## src/rtl/cpu_pkg.sv

```systemverilog
// Shared CPU definitions.
//   cond_e       : 4-bit B.cond condition codes (EQ..AL, NV)
//   alu_cntrl_e  : 3-bit ALU operation select
package cpu_pkg;

    typedef enum logic [3:0] {
        COND_EQ = 4'b0000,
        COND_NE = 4'b0001,
        COND_HS = 4'b0010,
        COND_LO = 4'b0011,
        COND_MI = 4'b0100,
        COND_PL = 4'b0101,
        COND_VS = 4'b0110,
        COND_VC = 4'b0111,
        COND_HI = 4'b1000,
        COND_LS = 4'b1001,
        COND_GE = 4'b1010,
        COND_LT = 4'b1011,
        COND_GT = 4'b1100,
        COND_LE = 4'b1101,
        COND_AL = 4'b1110,
        COND_NV = 4'b1111
    } cond_e;

    typedef enum logic [2:0] {
        ALU_PASS_B = 3'b000,
        ALU_ADD    = 3'b010,
        ALU_SUB    = 3'b011,
        ALU_AND    = 3'b100,
        ALU_OR     = 3'b101,
        ALU_XOR    = 3'b110
    } alu_cntrl_e;

endpackage

```

## src/rtl/cond_eval.sv

```systemverilog
// Combinational condition-code evaluator for B.cond.
//   cond       : 4-bit condition code
//   n, z, v, c : flag values to evaluate against
//   taken      : 1 when the condition holds
module cond_eval
    import cpu_pkg::*;
(
    input  logic [3:0] cond,
    input  logic       n,
    input  logic       z,
    input  logic       v,
    input  logic       c,
    output logic       taken
);

    always_comb begin
        taken = 1'b1;
        case (cond)
            COND_EQ: taken = z;
            COND_NE: taken = !z;
            COND_HS: taken = c;
            COND_LO: taken = !c;
            COND_MI: taken = n;
            COND_PL: taken = !n;
            COND_VS: taken = v;
            COND_VC: taken = !v;
            COND_HI: taken = c & !z;
            COND_LS: taken = !(c & !z);
            COND_GE: taken = (n == v);
            COND_LT: taken = (n != v);
            COND_GT: taken = !z & (n == v);
            COND_LE: taken = !(!z & (n == v));
            default: taken = 1'b1;   // AL and NV both mean "always"
        endcase
    end

endmodule

```

## src/rtl/ex_mem_reg.sv

```systemverilog
// EX/MEM pipeline register with the architectural NZVC flag register and
// the EX-stage branch-redirect decisions (B.cond and CBZ).
//   clk, reset       : clock, synchronous active-high reset
//   stall, flush     : hold MEM/flags; insert a bubble into MEM
//   ex_*             : EX-stage instruction, ALU result/flags and controls
//   mem_*            : registered MEM-stage copy of the instruction
//   flag_n/z/v/c     : architectural flag register
//   br_taken         : B.cond redirect (combinational, uses current flags)
//   cbz_taken        : CBZ redirect (combinational, uses ex_zero)
module ex_mem_reg
    import cpu_pkg::*;
#(
    parameter int WIDTH    = 64,
    parameter int REG_BITS = 5
) (
    input  logic                clk,
    input  logic                reset,
    input  logic                stall,
    input  logic                flush,
    input  logic                ex_valid,
    input  logic                ex_negative,
    input  logic                ex_zero,
    input  logic                ex_overflow,
    input  logic                ex_carry_out,
    input  logic                ex_set_flags,
    input  logic                ex_reg_write,
    input  logic                ex_mem_read,
    input  logic                ex_mem_write,
    input  logic                ex_br_cond,
    input  logic                ex_cbz,
    input  logic [WIDTH-1:0]    ex_result,
    input  logic [WIDTH-1:0]    ex_store_data,
    input  logic [REG_BITS-1:0] ex_rd,
    input  logic [3:0]          ex_cond,
    output logic                mem_valid,
    output logic [WIDTH-1:0]    mem_result,
    output logic [WIDTH-1:0]    mem_store_data,
    output logic [REG_BITS-1:0] mem_rd,
    output logic                mem_reg_write,
    output logic                mem_mem_read,
    output logic                mem_mem_write,
    output logic                flag_n,
    output logic                flag_z,
    output logic                flag_v,
    output logic                flag_c,
    output logic                br_taken,
    output logic                cbz_taken
);

    logic [3:0] flags_reg;      // {N, Z, V, C}
    logic       cond_taken;
    logic       advance;        // the EX instruction really moves forward this edge

    assign advance = ex_valid & !stall & !flush;

    always_ff @(posedge clk) begin
        if (reset) begin
            mem_valid      <= 1'b0;
            mem_result     <= '0;
            mem_store_data <= '0;
            mem_rd         <= '0;
            mem_reg_write  <= 1'b0;
            mem_mem_read   <= 1'b0;
            mem_mem_write  <= 1'b0;
            flags_reg      <= 4'b0000;
        end else if (flush) begin
            // Bubble: only the valid bit and controls matter; data is left alone.
            mem_valid      <= 1'b0;
            mem_reg_write  <= 1'b0;
            mem_mem_read   <= 1'b0;
            mem_mem_write  <= 1'b0;
        end else if (!stall) begin
            mem_valid      <= ex_valid;
            mem_result     <= ex_result;
            mem_store_data <= ex_store_data;
            mem_rd         <= ex_rd;
            mem_reg_write  <= ex_reg_write & ex_valid;
            mem_mem_read   <= ex_mem_read  & ex_valid;
            mem_mem_write  <= ex_mem_write & ex_valid;
            if (ex_valid && ex_set_flags) begin
                flags_reg <= {ex_negative, ex_zero, ex_overflow, ex_carry_out};
            end
        end
    end

    assign flag_n = flags_reg[3];
    assign flag_z = flags_reg[2];
    assign flag_v = flags_reg[1];
    assign flag_c = flags_reg[0];

    // B.cond reads the registered flags, so a flag-setter in EX this cycle
    // only influences branches from the next cycle on.
    cond_eval u_cond_eval (
        .cond  (ex_cond),
        .n     (flags_reg[3]),
        .z     (flags_reg[2]),
        .v     (flags_reg[1]),
        .c     (flags_reg[0]),
        .taken (cond_taken)
    );

    assign br_taken  = advance & ex_br_cond & cond_taken;
    assign cbz_taken = advance & ex_cbz & ex_zero;

endmodule

```

## config.mk

```make
export PLATFORM = sky130hd
export DESIGN_NAME = ex_mem_reg
export DESIGN_NICKNAME = d
export VERILOG_FILES = /design/src/rtl/cpu_pkg.sv /design/src/rtl/cond_eval.sv /design/src/rtl/ex_mem_reg.sv
export SDC_FILE = /design/constraint.sdc
export NUM_CORES = 1
export LEC_CHECK = 0
export ABC_AREA = 1
export CORE_ASPECT_RATIO = 0.9
export CORE_MARGIN = 10
export CORE_UTILIZATION = 34
export CTS_BUF_LIST = sky130_fd_sc_hd__clkbuf_4 sky130_fd_sc_hd__clkbuf_8 sky130_fd_sc_hd__clkbuf_16
export DETAILED_ROUTE_END_ITERATION = 12
export MAX_ROUTING_LAYER = met4
export PLACE_DENSITY = 0.76
export SYNTH_ARGS = -nofsm -noshare
export SYNTH_HDL_FRONTEND = slang
export SYNTH_SLANG_ARGS = --single-unit
```

## constraint.sdc

```tcl
create_clock -name clk -period 1.05 [get_ports clk]
set_input_delay 0.21 -clock clk [delete_from_list [all_inputs] [get_ports clk]]
set_output_delay 0.21 -clock clk [all_outputs]
set_load 0.05 [all_outputs]
```

* Word level (Yosys, flattened, before mapping)
Index checks and enable logic that the tools add are counted.
** Storage, ports and cells
- Register bits :: 141
- Logic and storage cells :: 50
** Cells by class
- Equality and inequality tests :: 15
- Mux-type cells :: 1
- Bitwise logic cells :: 13
- Reduce and logical (&&, ||, !) cells :: 13
** Operators by type and width (number)
- 4-bit equality test (second input constant) :: 6
- 4-bit by 3-bit equality test with 1-bit output (second input constant) :: 4
- 1-bit case mux with 14 select lines :: 1
- 1-bit AND :: 11
- 4-bit by 2-bit equality test with 1-bit output (second input constant) :: 2
- 1-bit zero test :: 8
- 4-bit by 1-bit equality test with 1-bit output (second input constant) :: 1
- 4-bit zero test :: 1
- 3-bit AND reduction :: 1
- 1-bit NOT :: 2
- 2-bit AND reduction :: 1
- 2-bit OR reduction :: 1
- 1-bit equality test :: 1
- 1-bit logical AND :: 1
- 1-bit inequality test :: 1

* Depth between registers and ports, before layout
Gate-level depths: netlist of the first run.
- Depth after elaboration :: 5
- Gate-level depth with buffers :: 9
- Mapped depth without buffers :: 9

* By module
A second synthesis of the first run with hierarchy kept.
** Unflattened totals
- Cell total of the unflattened synthesis :: 685
- Area, all modules :: 5163.7 sq um
** By module, submodules not included
- ex_mem_reg :: times used 1, cells each 628, area each 4933.5 sq um, seq. area each 2822.7 sq um
- cond_eval :: times used 1, cells each 57, area each 230.2 sq um, seq. area each 0.0 sq um

* Least setup slack after synthesis of the first run
Ideal clock, no wire load.
- Path kind :: register to output
- Start :: register flags_reg[1]
- End :: output br_taken
- Arrival :: 1.833 ns
- Required time :: 0.840 ns
- Slack :: -0.993 ns
- Cell stages (with the launch flop) :: 9
- Cells stage by stage :: dfxtp_1 -> inv_1 -> nand2_1 -> nand2_1 -> a21oi_1 -> nor2_1 -> nand2_1 -> nor2_1 -> nor2_1
** On the way
- Cells in the longest elaborated chain, start to end :: 5
- Elaborated cells between the ends (all ways) :: 7
- Classes of those cells :: eq/ne: 2; mux: 1; bitwise: 2; reduce/logical: 2
** RTL lines
- start, declared :: line ex_mem_reg.sv:50 : logic [3:0] flags_reg;
- start signal, assigned :: line ex_mem_reg.sv:81 : flags_reg <= {ex_negative, ex_zero, ex_overflow, ex_carry_out};
- 1-bit equality test :: line cond_eval.sv:29, cond_eval.sv:31, cond_eval.sv:32
- 1-bit AND :: line cond_eval.sv:31, cond_eval.sv:32
- 1-bit zero test :: line cond_eval.sv:32 : COND_LE: taken = !(!z & (n == v));
- 1-bit case mux with 14 select lines (*) :: line cond_eval.sv:18 : case (cond)
- 1-bit AND (*) :: line ex_mem_reg.sv:102 : assign br_taken = advance & ex_br_cond & cond_taken;
- end, declared :: line ex_mem_reg.sv:46 : output logic br_taken,
Mark *: on every way between the ends. The rest lies on a longest branch, timed or not.

* Worst setup path after layout of the first run
- Start :: register flags_reg[3]
- End :: output br_taken
Same word-level chain as after synthesis.

==> metrics, run 1 <==
run status finished, violations left; violated checks setup timing; Tcrit/Tclk final 169.9%; biggest regs mem_result: 64 flops, mem_store_data: 64 flops, mem_rd: 5 flops; Die Width approximately 150 µm; Port Buffers 294; final core utilization 73.44%; Worst Path Required 0.84 ns; layout cells sized above 1 roughly 40%; worst hold path startpoint flush; Initial Util approximately a third; cell count after synthesis 669; Cell Area, Synth 5120 µm²; Final min period between 1.5 and 2 ns; fin. max-slew vios 0; clock skew 0 ns; CP max stage delay roughly 0.35 ns; FF-to-FF setup slack 0.19 ns; crit-path cells buf_4 > nand3_2 > nand3_1 > nor2_1 > nand2_1 > nor2_2 > nor2_4 > buf_12; CTS tree done; clock sink count about 140; Area Overhead vs Synth 111.1%; TritonCTS buffer count 17; grt ovf 0; synthesized flop and latch total between 100 and 150; Tot Pwr 16.31 mW; CTS Hold Buffers Added 0; Rel. slew slack 84.21%; Crit Path Max Fanout 4; setup TNS -10.31 ns; Final Wtd Congestion around 0.84; WHS ~0.09 ns; Hold Vio Cnt, Final 0; Simple-Gate Fraction of Synth Area 24.71%; slowest CP cell dfxtp_4; Pwr Density between 1500 and 2000 nW/µm²; RSZ-0062 raised after global routing true; Worst Setup End Kind output port; wire per inst ~18 µm; Routed Antenna Nets 0; DRC Markers 0; H-Tree Depth 4; Syn Area/Cell around 7.7 µm²; RR Endpoint mem_result[0]; XOR/XNOR share of the synthesized area 0%; Adder-Cell Fraction of Synth Area 0%; Synth warnings 0; DR iter-0 viols 241; FMAX roughly 560 MHz; GR Util All Layers 21.29%; Setup-failing EPs final 142; fillers approximately 980; Die Area 20370 µm²; Top Family by Delay on Critical Path simple AND/OR/NAND/NOR gates; Rows 42; crit path buf inv count 2; Clk pin slew, worst setup/hold paths approximately 0.060 ns; Post-Syn Nets about 820; clk root buf clkbuf_16; fraction of the yosys area taken by sequential cells a little under three fifths; mux contribution to synthesized area 0%; Synth Area in Compound Gates 14.32%; DP HPWL approximately 16 mm; worst hold stages 3; WL final around 21 mm; Final Instance Area about 11000 µm²; pre-CTS setup slack -0.8663 ns; dpl cells roughly 1200; main combinational cell family by area after synthesis simple AND/OR/NAND/NOR gates; Worst path depth 8; drt via density 4.755; global-route wire length before repair 33.12 mm; Nets approximately 1100; largest net degree at the start of global routing 56; FF-to-FF Start mem_result[0]; fin worst setup slack -0.7343 ns; initial antenna violation count 2; Synth cell types 21; most common cell after layout, fill and taps aside nor2_1; Startpoint Class register; Via Count 5701; Skew-Pair Late Insertion Delay ~0.41 ns; number of global-route vias before repair roughly 6100; chip height roughly 140 µm; most frequent cells in the layout 280 x nor2_1, 154 x buf_12, 142 x clkdlybuf4s50_1; max_cap viols 0; Core Area 14710 µm²; io pins roughly 300; arrival time at the worst endpoint approximately 1.6 ns; worst min-delay path class primary input to register; worst r2r path cells 4; Setup CP Type register to output port; maximum clock path buffer count 2; Worst Hold End mem_mem_write; TritonRoute pass-1 iters 6; Non-Filler Instances 1199; worst IR drop on VDD 1.197 mV; LEAKAGE between 4 and 5 nW; slew at the pin closest to its max-slew limit between 0.2 and 0.25 ns; Post-DP Area approximately 9900 µm²
routing by layer:
| layer | global-route usage, % | share of wire, % |
|---|---|---|
| met1 | 21.65 | 38 |
| met2 | 34.76 | 49 |
| met3 | 10.27 | 10 |
| met4 | 8.551 | 2.6 |
| met5 | - | 0 |
synth_stat cells:
library cell | number | area, µm²
clkinv_1 | 1 | 3.750
buf_6 | 8 | 90.09
buf_4 | 6 | 45.04
or2_2 | 1 | 6.260
nor2_2 | 1 | 6.260
inv_4 | 1 | 6.260
dfxtp_1 | 141 | 2823
o21ai_1 | 32 | 160.2
buf_2 | 8 | 40.04
clkbuf_1 | 19 | 71.32
nand3_1 | 7 | 35.03
clkbuf_2 | 1 | 5.000
nor2_4 | 1 | 11.26
nor2_1 | 284 | 1066
nand4_1 | 1 | 6.260
nand2_1 | 33 | 123.9
a21oi_1 | 7 | 35.03
o21ai_0 | 105 | 525.5
inv_1 | 10 | 37.54
a211oi_2 | 1 | 12.51
nor3_2 | 1 | 10.01
report_power, final:
group	total, mW	internal [mW]	leakage (nW)	switching [mW]
sequential	6.13	5.77	1.22	0.359
clock	5.99	3.60	0.283	2.39
combinational	4.19	2.12	3.12	2.08
total	16.3	11.5	4.62	4.83
repair_timing:
| action | CTS | global route |
|---|---|---|
| setup endpoints to repair | 260 | 143 |
| resized for setup | 169 | 13 |
| pin swaps | 16 | 11 |
| setup buffers | 7 | 2 |
worst max path at each step:
stage / startpoint / endpoint / slack, ns
2_1_floorplan: stall / cbz_taken / -0.32
3_3_place_gp: ex_cond[2] / br_taken / -0.83
3_5_place_dp: ex_cond[2] / br_taken / -0.87
4_1_cts: flags_reg[3] / br_taken / -0.79
5_1_grt: flags_reg[2] / br_taken / -0.84
6_report: flags_reg[3] / br_taken / -0.73
worst register-to-register path, delay by kind of cell, from the launching register on:
family                 cells  cell delay (ns)
buffers and inverters      2             0.25
AND/OR/NAND/NOR            1             0.06
AO/OA/AOI/OAI              1             0.12
flip-flops                 1             0.33
cell families (layout without fill, tap and decap cells):
| family | count (synthesis) | after routing |
|---|---|---|
| buf+inv | 54 | 384 |
| other cells | 0 | 2 |
| flops | 141 | 141 |
| compound gates | 145 | 145 |
| simple gates | 329 | 329 |
final cells by class:
type	instances	area, µm²	share of cell area (%)
Antenna cell	2	5.005	0.04631
Clock buffer	19	446.7	4.133
Clock inverter	13	141.4	1.308
Inverter	12	50.05	0.4631
Multi-Input combinational cell	474	2041	18.88
Sequential cell	141	3019	27.94
Tap cell	198	247.7	2.292
Timing Repair Buffer	340	4856	44.93
Note: power is estimated with default switching activity, not from simulation.
==> inputs of run 2 (changes only) <==
==> config.mk (replaced) <==
export PLATFORM = sky130hd
export DESIGN_NAME = ex_mem_reg
export DESIGN_NICKNAME = d
export VERILOG_FILES = /design/src/rtl/cpu_pkg.sv /design/src/rtl/cond_eval.sv /design/src/rtl/ex_mem_reg.sv
export SDC_FILE = /design/constraint.sdc
export NUM_CORES = 1
export LEC_CHECK = 0
export ABC_AREA = 1
export CORE_ASPECT_RATIO = 0.75
export CORE_MARGIN = 10
export CORE_UTILIZATION = 35
export CTS_BUF_LIST = sky130_fd_sc_hd__clkbuf_8
export DETAILED_ROUTE_END_ITERATION = 12
export MAX_ROUTING_LAYER = met4
export PLACE_DENSITY_LB_ADDON = 0.2
export SYNTH_ARGS = -nofsm -noshare
export SYNTH_HDL_FRONTEND = slang
export SYNTH_SLANG_ARGS = --single-unit
==> metrics, run 2 (synthesized netlist as in run 1, its figures left out) <==
run status finished, violations left; violated checks setup timing; fin worst setup slack -0.7327 ns; Tot Pwr approximately 15 mW; Sequential Power Share about two fifths; LEAKAGE 4.518 nW; Worst Path Required approximately 0.84 ns; Port Buffers approximately 290; sw power about 4.7 mW; wire per inst 17.42 µm; fin. max-slew vios 0; clock skew 0 ns; TritonRoute pass-1 iters 4; FMAX 561.0 MHz; pre-CTS setup slack -0.8140 ns; number of global-route vias before repair ~5700; WHS 0.09214 ns; gr busiest metal met2; biggest regs mem_result: 64 flops, mem_store_data: 64 flops, mem_rd: 5 flops; Setup-failing EPs final approximately 140; Core Area between 10000 and 15000 µm²; slew at the pin closest to its max-slew limit roughly 0.28 ns; chip height 124.7 µm; largest net degree at the start of global routing slightly below 80; max_cap viols 0; Net Sw Frac a little under a third; Nets roughly 1100; most frequent cells in the layout 281 x nor2_1, 152 x buf_12, 144 x clkdlybuf4s50_1; Rel. slew slack 81.49%; met2 Use GR 33.13%; Hold Vio Cnt, Final 0; Crit Path Max Fanout 4; most common cell after layout, fill and taps aside nor2_1; Rows 38; DR iter-0 viols 315; met1 Track Usage GR 21.74%; WL final approximately 21 mm; Initial Util a little over a third; worst min-delay path class primary input to register; grt ovf 0; maximum clock path buffer count 2; DP HPWL about 15 mm; Final min period approximately 1.8 ns; CTS tree done; layout cells sized above 1 between 30% and 40%; Area Overhead vs Synth 107.1%; Clk pin slew, worst setup/hold paths 0.08 ns; CTS Hold Buffers Added 0; arrival time at the worst endpoint between 1.5 and 2 ns; FF-to-FF Start mem_result[55]; Die Area 19920 µm²; global-route wire length before repair roughly 32 mm; Pwr Density between 1000 and 1500 nW/µm²; Startpoint Class register; clk root buf clkbuf_8; Routed Antenna Nets 0; clock sink count ~140; Worst Setup End Kind output port; DRC Markers 0; TritonCTS buffer count 17; RSZ-0062 raised after global routing true; worst hold path startpoint flush; Via Count about 5600; Internal approximately 11 mW; Setup CP Type register to output port; Clk network pwr share between 30% and 40%; drt via density around 4.7; Skew-Pair Late Insertion Delay 0.42 ns; met3 usage between 10% and 20%; GR Util All Layers 20.52%; io pins 295; initial antenna violation count 1; Comb pwr share 27.4%; Die Width roughly 160 µm; Final Wtd Congestion roughly 0.85; Tcrit/Tclk final 169.8%; worst setup path start flags_reg[1]; final core utilization between 70% and 80%; H-Tree Depth 4; worst IR drop on VDD roughly 1.2 mV
==> run 2: cell type report <==
type / instances / area [µm²]
clock inverter: 14 / 207.7
fill: 1047 / 3804
clock buffer: 17 / 234.0
sequential: 141 / 3012
antenna: 1 / 2.502
inverter: 12 / 52.55
multi-input combinational: 474 / 2032
tap: 200 / 250.2
timing repair buffer: 334 / 4812
==> run 2: final timing paths <==
check / cells after the start / slack [ns] / end
max: 8 / -0.73 / br_taken
min: 3 / 0.09 / mem_valid
max reg2reg: 4 / 0.09 / mem_result[55]
min reg2reg: 2 / 0.49 / mem_mem_write
==> run 2: timing repair <==
| action | in CTS | in global routing |
|---|---|---|
| cloned | 0 | 1 |
| pin swaps | 10 | 7 |
| setup buffers | 5 | 4 |
| gates resized for setup | 162 | 16 |
| setup endpoints to repair | 205 | 146 |
==> run 2: layer usage <==
metal	share of wire (%)	wire length (µm)
met5	0	0
met4	1.3	273
met3	11	2362
met2	48	10040
met1	39	8105
==> run 2: critical path: stages, from the launching register on <==
cell     delay [ns]
dfxtp_4        0.37
buf_4          0.14
buf_6          0.12
a21oi_1        0.11
nor2_1         0.06
nand2_1        0.08
nor2_2         0.05
nor2_4         0.09
buf_12         0.14
==> run 2: through the flow <==
stage / setup TNS (ns) / std cells / instance area, µm²
finish: -12.64 / 1193 / 10600
global route: -19.87 / 1193 / 10600
CTS: -17.06 / 1187 / 10530
detailed placement: -63.89 / 1152 / 9867
global placement: -60.23 / 1152 / 9867
floorplan: -0.6233 / 669 / 5149
==> run 2: power groups by stage <==
stage,combinational (mW),clock (mW),sequential (mW)
after floorplan,0.626,0,7.16
after global placement,4.08,0,6.14
after detailed placement,4.11,0,6.16
after CTS,4.16,5.04,6.10
after global routing,4.37,5.26,6.15
final,4.16,4.93,6.11
==> inputs of run 3 (changes only) <==
--- a/config.mk
+++ b/config.mk
@@ -6,6 +6,7 @@
 export NUM_CORES = 1
 export LEC_CHECK = 0
 export ABC_AREA = 1
+export CAP_MARGIN = 5
 export CORE_ASPECT_RATIO = 0.75
 export CORE_MARGIN = 10
 export CORE_UTILIZATION = 35
==> results of run 3 <==
The final DEF is identical to that of run 2; final timing and power are the same.
